<file path="config.mk">
export PLATFORM = sky130hd
export DESIGN_NAME = simple_unshuffler
export DESIGN_NICKNAME = d
export VERILOG_FILES = /design/src/rtl/simple_unshuffler_pkg.sv /design/src/rtl/unshuffler_tile_buf.sv /design/src/rtl/simple_unshuffler.sv
export SDC_FILE = /design/constraint.sdc
export NUM_CORES = 1
export LEC_CHECK = 0
export CORE_ASPECT_RATIO = 1.75
export CORE_MARGIN = 10
export CORE_UTILIZATION = 55
export CTS_CLUSTER_DIAMETER = 50
export DETAILED_ROUTE_END_ITERATION = 16
export PLACE_DENSITY = 0.74
export SLEW_MARGIN = 15
export SYNTH_ARGS = -nofsm -noshare
export SYNTH_HDL_FRONTEND = slang
export SYNTH_HIERARCHICAL = 1
export SYNTH_SLANG_ARGS = --single-unit
export TNS_END_PERCENT = 30
</file>
<file path="constraint.sdc">
create_clock -name clk_i -period 5.15 [get_ports clk_i]
set_clock_uncertainty 0.15 [all_clocks]
set_input_delay 1.545 -clock clk_i [delete_from_list [all_inputs] [get_ports clk_i]]
set_output_delay 1.545 -clock clk_i [all_outputs]
set_load 0.01 [all_outputs]
</file>
<file path="src/rtl/simple_unshuffler_pkg.sv">
// Shared types and sizing helpers for the tile unshuffler.
// The FILL/DRAIN buffer state and the element/beat count helpers live here.
package simple_unshuffler_pkg;

    typedef enum logic {
        FILL  = 1'b0,
        DRAIN = 1'b1
    } buf_state_e;

    localparam int unsigned DEF_DATA_WIDTH = 64;
    localparam int unsigned DEF_ELEM_WIDTH = 8;
    localparam int unsigned DEF_ELEMS      = DEF_DATA_WIDTH / DEF_ELEM_WIDTH;

    function automatic int unsigned elems_per_beat(input int unsigned dw, input int unsigned ew);
        return dw / ew;
    endfunction

    function automatic int unsigned cnt_width(input int unsigned n);
        return (n > 1) ? $clog2(n) : 1;
    endfunction

endpackage

</file>
<file path="src/rtl/unshuffler_tile_buf.sv">
// One N x N element tile buffer: fills row-wise, drains column-wise (transposed).
// Write and read are mutually exclusive by state, so one buffer never sees both.
module unshuffler_tile_buf
    import simple_unshuffler_pkg::*;
#(
    parameter int unsigned DataWidth = DEF_DATA_WIDTH,
    parameter int unsigned ElemWidth = DEF_ELEM_WIDTH
) (
    input  logic                 clk_i,
    input  logic                 rst_ni,
    input  logic                 wr_en_i,
    input  logic [DataWidth-1:0] wr_data_i,
    input  logic                 rd_en_i,
    output buf_state_e           state_o,
    output logic [DataWidth-1:0] rd_data_o,
    output logic                 last_wr_o,
    output logic                 last_rd_o
);
    localparam int unsigned N    = elems_per_beat(DataWidth, ElemWidth);
    localparam int unsigned CntW = cnt_width(N);
    localparam logic [CntW-1:0] LastIdx = CntW'(N - 1);

    logic [N-1:0][DataWidth-1:0] mem_q;
    logic [CntW-1:0]             wr_cnt_q, rd_cnt_q;
    buf_state_e                  state_q;
    logic [31:0]                 rd_base;

    assign state_o   = state_q;
    assign last_wr_o = (wr_cnt_q == LastIdx);
    assign last_rd_o = (rd_cnt_q == LastIdx);

    always_ff @(posedge clk_i or negedge rst_ni) begin
        if (!rst_ni) begin
            state_q  <= FILL;
            wr_cnt_q <= '0;
            rd_cnt_q <= '0;
            mem_q    <= '0;
        end else begin
            case (state_q)
                FILL: if (wr_en_i) begin
                    mem_q[wr_cnt_q] <= wr_data_i;
                    wr_cnt_q        <= last_wr_o ? '0 : wr_cnt_q + 1'b1;
                    if (last_wr_o) state_q <= DRAIN;
                end
                DRAIN: if (rd_en_i) begin
                    rd_cnt_q <= last_rd_o ? '0 : rd_cnt_q + 1'b1;
                    if (last_rd_o) state_q <= FILL;
                end
                default: state_q <= FILL;
            endcase
        end
    end

    // Output beat r gathers element r of every stored input beat.
    assign rd_base = 32'(rd_cnt_q) * ElemWidth;

    always_comb begin
        rd_data_o = '0;
        for (int c = 0; c < N; c++)
            rd_data_o[c*ElemWidth +: ElemWidth] = mem_q[c][rd_base +: ElemWidth];
    end

endmodule

</file>
<file path="src/rtl/simple_unshuffler.sv">
// Element-wise tile transposer; SIMPLE_UNSHUFFLER_PINGPONG_EN selects two
// alternating tile buffers instead of one (single buffer when undefined).
module simple_unshuffler
    import simple_unshuffler_pkg::*;
#(
    parameter int unsigned DataWidth = DEF_DATA_WIDTH,
    parameter int unsigned ElemWidth = DEF_ELEM_WIDTH
) (
    input  logic                 clk_i,
    input  logic                 rst_ni,
    input  logic [DataWidth-1:0] data_i,
    input  logic                 data_valid_i,
    output logic                 data_ready_o,
    output logic [DataWidth-1:0] data_o,
    output logic                 data_valid_o,
    input  logic                 data_ready_i,
    output logic                 tile_done_o
);
`ifdef SIMPLE_UNSHUFFLER_PINGPONG_EN
    localparam int unsigned NumBufs = 2;
`else
    localparam int unsigned NumBufs = 1;
`endif

    logic [NumBufs-1:0]   wr_en, rd_en, last_wr, last_rd;
    buf_state_e           st      [NumBufs];
    logic [DataWidth-1:0] rd_data [NumBufs];
    logic [DataWidth-1:0] rd_beat;
    logic                 rd_last, in_hs, out_hs;

    assign in_hs  = data_valid_i && data_ready_o;
    assign out_hs = data_valid_o && data_ready_i;

    for (genvar b = 0; b < NumBufs; b++) begin : g_buf
        unshuffler_tile_buf #(
            .DataWidth(DataWidth),
            .ElemWidth(ElemWidth)
        ) u_buf (
            .clk_i    (clk_i),
            .rst_ni   (rst_ni),
            .wr_en_i  (wr_en[b]),
            .wr_data_i(data_i),
            .rd_en_i  (rd_en[b]),
            .state_o  (st[b]),
            .rd_data_o(rd_data[b]),
            .last_wr_o(last_wr[b]),
            .last_rd_o(last_rd[b])
        );
    end

`ifdef SIMPLE_UNSHUFFLER_PINGPONG_EN
    logic wr_sel_q, wr_sel_d, rd_sel_q, rd_sel_d;

    // Selectors flip on the last beat of a tile, so buffers strictly alternate.
    assign wr_sel_d = wr_sel_q ^ (in_hs && last_wr[wr_sel_q]);
    assign rd_sel_d = rd_sel_q ^ (out_hs && last_rd[rd_sel_q]);

    always_ff @(posedge clk_i or negedge rst_ni) begin
        if (!rst_ni) begin
            wr_sel_q <= 1'b0;
            rd_sel_q <= 1'b0;
        end else begin
            wr_sel_q <= wr_sel_d;
            rd_sel_q <= rd_sel_d;
        end
    end

    for (genvar b = 0; b < NumBufs; b++) begin : g_sel
        assign wr_en[b] = in_hs  && (wr_sel_q == 1'(b));
        assign rd_en[b] = out_hs && (rd_sel_q == 1'(b));
    end

    assign data_ready_o = (st[wr_sel_q] == FILL);
    assign data_valid_o = (st[rd_sel_q] == DRAIN);
    assign rd_beat      = rd_data[rd_sel_q];
    assign rd_last      = last_rd[rd_sel_q];
`else
    logic unused_last_wr;

    assign unused_last_wr = last_wr[0];
    assign wr_en          = in_hs;
    assign rd_en          = out_hs;
    assign data_ready_o   = (st[0] == FILL);
    assign data_valid_o   = (st[0] == DRAIN);
    assign rd_beat        = rd_data[0];
    assign rd_last        = last_rd[0];
`endif

    assign data_o      = data_valid_o ? rd_beat : '0;
    assign tile_done_o = out_hs && rd_last;

endmodule
</file>
# Word level (Yosys, flattened, before mapping)
# Index checks and enable logic that the tools add are counted.
[op_classes] addsub=2 order_cmp=2 eq_ne=2 shift=8 n_mux=11 bitwise=1 n_reduce_logical=6
[op_table] op="512-bit bitwise mux" count=1
[op_table] op="64-bit by 7-bit indexed part select with 8-bit output" count=8
[op_table] op="64-bit demux with 3-bit select" count=1
[op_table] op="64-bit two-way mux" count=2
[op_table] op="3-bit by 1-bit adder with 3-bit output (second input constant)" count=2
[op_table] op="3-bit == test (second input constant)" count=2
[op_table] op="3-bit two-way mux" count=2
[op_table] op="1-bit logical AND" count=4
[op_table] op="3-bit by 4-bit < comparator with 1-bit output (second input constant)" count=1
[op_table] op="1-bit two-way mux" count=4
[op_table] op="2-bit AND reduction" count=2
[op_table] op="3-bit by 1-bit >= comparator with 1-bit output (second input constant)" count=1
[op_table] op="1-bit one-hot mux with 2 select lines" count=1
[op_table] op="1-bit inverter" count=1
[totals] ff_bits=519 elab_cells=43

# Longest topological paths before layout
[depth] ltp_word=5 mapped_depth=7 ltp_nobuf=4

# By module
# The synthesis kept the hierarchy.
[modules_own_cells] mod="unshuffler_tile_buf" n_inst=1 cells_each=1342 area_each_um2=23137.2
[modules_own_cells] mod="simple_unshuffler" n_inst=1 cells_each=75 area_each_um2=473.0

# Worst setup path before layout
# No wires, ideal clock.
[synth_path] path_kind="reg-to-output" from="register g_buf[0].u_buf.rd_cnt_q[0]" to="output port data_o[31]" arrival_time_ps=1746 required_time_ps=3455 path_slack_ps=1709 path_stages_with_launch=7 path_buffers=3 path_cell_list="dfrtp_1 > clkbuf_1 > buf_6 > buf_6 > mux4_2 > mux2_2 > and2_1"
[synth_between] elab_chain_cells=2
[synth_rtl] element="start: declaration" line_no="unshuffler_tile_buf.sv:24" source="logic [CntW-1:0] wr_cnt_q, rd_cnt_q;"
[synth_rtl] element="start signal: assignment" line_no="unshuffler_tile_buf.sv:46" source="rd_cnt_q <= last_rd_o ? '0 : rd_cnt_q + 1'b1;"
[synth_rtl] element="64-bit by 7-bit indexed part select with 8-bit output" line_no="unshuffler_tile_buf.sv:60" source="rd_data_o[c*ElemWidth +: ElemWidth] = mem_q[c][rd_base +: ElemWidth];"
[synth_rtl] element="via rd_beat[31]" line_no="simple_unshuffler.sv:28" source="logic [DataWidth-1:0] rd_beat;"
[synth_rtl] element="64-bit two-way mux" line_no="simple_unshuffler.sv:89" source="assign data_o = data_valid_o ? rd_beat : '0;"
[synth_rtl] element="end: declaration" line_no="simple_unshuffler.sv:14" source="output logic [DataWidth-1:0] data_o,"
# The timed path passes the listed nets, and every way through them passes these cells.

# Worst setup path after layout
[layout_path] from="register g_buf[0].u_buf.rd_cnt_q[2]" to="output port data_o[61]"
# The elaborated chain is that of the path after synthesis.

==> load_flow_metrics.sql <==
INSERT INTO impl_metrics (metric_group, metric, value, unit) VALUES
('status', 'status', 'completed', ''),
('synth', 'synth.cell_area', '0.0236', 'sq mm'),
('worst_setup_path', 'slowest_delay', '0.83', 'ns'),
('cts', 'cts_resized', '0', ''),
('power', 'internal_power_of_the_cells', '12.4', 'mW'),
('detailed_routing', 'vias', '12900', ''),
('placed_design', 'io_buffer_count', '134', ''),
('placed_design', 'place.detailed.instances', '2054', ''),
('floorplan', 'initial_utilization', '0.555', ''),
('placed_design', 'dp.final_hpwl', '40300', 'microns'),
('floorplan', 'floorplan_die_area', '0.0519', 'sq mm'),
('detailed_routing', 'drt_pass1_iterations', '7', ''),
('cts', 'cts.reportedPaths.clkPinSlew', '0.06', 'ns'),
('worst_setup_path', 'setup.worst_path.end_class', 'output port', ''),
('worst_setup_path', 'critical_path_required', '3.46', 'ns'),
('global_route', 'use_met1', '0.281', ''),
('cts', 'root_buffer', 'sky130_fd_sc_hd__clkbuf_16', ''),
('min_path', 'holdCritPathClass', 'reg -> reg', ''),
('synth', 'dominant_combinational_cell_family_by_area_after_synthesis', 'multiplexers', ''),
('synth', 'netlist_instances', '1417', ''),
('global_route', 'grt_pass1_wl', '90500', 'microns'),
('global_route', 'grt.met2_usage', '0.413', ''),
('detailed_routing', 'drt.antenna.violating_nets', '0', ''),
('power', 'p_sw_frac', '0.311', ''),
('floorplan', 'fp.dieW', '177', 'microns'),
('sta', 'timing.final.setup_violations', '0', ''),
('min_path', 'holdCritStartpoint', 'g_buf[0].u_buf/mem_q[486]$_DFFE_PN0P_', ''),
('final_layout', 'layout.cells.non_filler', '2139', ''),
('worst_setup_path', 'crit_path_cell_trace', 'buf_12, mux4_2, mux2_2, and2_1, clkdlybuf4s50_1', ''),
('synth', 'yosys.area_share.xor_xnor', '0', ''),
('cts', 'cts.sink_count', '519', ''),
('worst_setup_path', 'crit_path_start_kind', 'flip-flop', ''),
('synth', 'postSynthAreaPerCell', '16.7', 'sq um'),
('worst_setup_path', 'path_class', 'reg -> out', ''),
('worst_setup_path', 'r2r_start', 'g_buf[0].u_buf/state_o$_DFF_PN0_', ''),
('synth', 'synth_largest_type_area_fraction', '0.550', ''),
('synth', 'synth.largest_area_cell', 'sky130_fd_sc_hd__dfrtp_1', ''),
('detailed_routing', 'drc_viols', '0', ''),
('global_route', 'grt_overflow_total', '0', ''),
('cts', 'cts_hold_buffers', '0', ''),
('sta', 'fin_crit', '4.94', 'ns'),
('synth', 'synth.yosys.warnings', '6', ''),
('final_layout', 'final_common_cell', 'sky130_fd_sc_hd__mux2_2', ''),
('synth', 'synth_adder_area_share', '0.00212', ''),
('synth', 'yosys-mux-area-fraction', '0.399', ''),
('final_layout', 'fin_nets', '1614', ''),
('final_layout', 'fin_util', '0.637', ''),
('synth', 'ys_seq_elements', '519', ''),
('power', 'netSwitchingPower', '5.59', 'mW'),
('sta', 'fin_hold_ws', '0.333', 'ns'),
('cts', 'cts_setup_buffers', '0', ''),
('cts', 'cts_made_buffers', '47', ''),
('worst_setup_path', 'slowest_stage_cell_crit_path', 'sky130_fd_sc_hd__dfrtp_4', ''),
('power', 'power.share.clock', '0.190', ''),
('power', 'share_comb_of_total_power', '0.413', ''),
('global_route', 'grt.busiest_layer', 'met2', ''),
('worst_setup_path', 'cell_type_group_with_the_largest_total_delay_on_the_critical_path', 'buffers and inverters', ''),
('sta', 'achievable-frequency', '202', 'MHz'),
('cts', 'clk-insertion-delay-late', '0.56', 'ns'),
('power', 'vdd.ir_drop.worst', '0.000340', 'V'),
('floorplan', 'ios', '135', ''),
('global_route', 'grt_max_degree', '116', ''),
('min_path', 'timing.hold.worst_endpoint', 'g_buf[0].u_buf/mem_q[486]$_DFFE_PN0P_', ''),
('sta', 'fin_crit_share', '0.959', ''),
('synth', 'syn-num-nets', '1489', ''),
('worst_setup_path', 'critical_path.n_buffers_inverters', '2', ''),
('final_layout', 'layout_common_cells', '564 x sky130_fd_sc_hd__mux2_2, 515 x sky130_fd_sc_hd__dfrtp_1, 133 x sky130_fd_sc_hd__clkdlybuf4s50_1, 128 x sky130_fd_sc_hd__mux4_2, 65 x sky130_fd_sc_hd__and2_1', ''),
('sta', 'setup-tns-final', '0', 'ns'),
('sta', 'maxSlewHeadroom', '0.259', ''),
('worst_setup_path', 'path_max_fanout', '39', ''),
('detailed_routing', 'wl', '59000', 'microns');
worst max-delay path by stage:
stage / cells after the start / to / slack, ns / startpoint
floorplan: 6 / data_o[31] / 1.71 / g_buf[0].u_buf/rd_cnt_q[0]$_DFFE_PN0P_
global placement: 3 / tile_done_o / 0.74 / data_ready_i
detailed placement: 5 / g_buf[0].u_buf/mem_q[117]$_DFFE_PN0P_ / 0.67 / data_valid_i
CTS: 6 / data_o[50] / 0.19 / g_buf[0].u_buf/rd_cnt_q[0]$_DFFE_PN0P_
global route: 6 / data_o[4] / 0.14 / g_buf[0].u_buf/rd_cnt_q[0]$_DFFE_PN0P_
finish: 5 / data_o[61] / 0.21 / g_buf[0].u_buf/rd_cnt_q[2]$_DFFE_PN0P_
sequential cells by signal (all words and copies together) (netlist names):
register	flops
g_buf.u_buf/wr_cnt_q	3
g_buf.u_buf/state_o	1
g_buf.u_buf/rd_cnt_q	3
g_buf.u_buf/mem_q	512
stage by stage:
stage               total power, mW  instance area, sq um  setup slack [ns]
finish                         18.0                 27100             0.212
global placement               14.4                 25600             0.736
floorplan                      11.7                 23600              1.71
detailed placement             14.7                 25600             0.668
CTS                            18.2                 27100             0.188
global route                   18.9                 27100             0.144
layout make-up:
cell class	instances	area, sq um
Fill cell	3105	15400
Sequential cell	519	13000
Multi-Input combinational cell	801	10000
Timing Repair Buffer	172	1840
Clock buffer	75	1440
Tap cell	561	702
Clock inverter	9	51.3
Inverter	1	3.75
Antenna cell	1	2.50
cell usage after synthesis:
cell                         n
sky130_fd_sc_hd__inv_1       1
sky130_fd_sc_hd__a21o_1      1
sky130_fd_sc_hd__buf_4      25
sky130_fd_sc_hd__nand3b_1    3
sky130_fd_sc_hd__nor3b_2     1
sky130_fd_sc_hd__nand3_2     1
sky130_fd_sc_hd__a31oi_1     1
sky130_fd_sc_hd__mux2_2    564
sky130_fd_sc_hd__and2_1     65
sky130_fd_sc_hd__nor2b_1     2
sky130_fd_sc_hd__nor2_2      1
sky130_fd_sc_hd__and3_1      2
sky130_fd_sc_hd__nand2_1     4
sky130_fd_sc_hd__a21oi_1     1
sky130_fd_sc_hd__buf_1       6
sky130_fd_sc_hd__o21ai_0     1
sky130_fd_sc_hd__clkbuf_1   14
sky130_fd_sc_hd__mux2_1     16
sky130_fd_sc_hd__nor3_1      1
sky130_fd_sc_hd__nor2_1      2
sky130_fd_sc_hd__dfrtp_1   519
sky130_fd_sc_hd__mux4_2    128
sky130_fd_sc_hd__ha_1        4
sky130_fd_sc_hd__nor3b_1     2
sky130_fd_sc_hd__buf_6      13
sky130_fd_sc_hd__buf_2      38
sky130_fd_sc_hd__nand2b_1    1
layer usage:
layer / vias to the layer above / part of all wire
li1: 5502 / -
met5: - / 0.00019
met1: 7086 / 0.39
met4: 2 / 0.034
met3: 70 / 0.031
met2: 219 / 0.54
power groups by stage:
stage                     clock, mW  sequential (mW)  combinational [mW]
after floorplan                   0             6.69                5.01
after global placement            0             7.05                7.36
after detailed placement          0             7.21                7.51
after CTS                      3.48             7.14                7.55
after global routing           3.64             7.37                7.85
final                          3.41             7.13                7.43
cell families after synthesis:
| kind of cell | after synthesis |
|---|---|
| mux | 708 |
| flops | 519 |
| buf+inv | 97 |
| simple gates | 85 |
| compound gates | 4 |
| fa+ha+maj | 4 |
(Power assumes the default switching activity.)
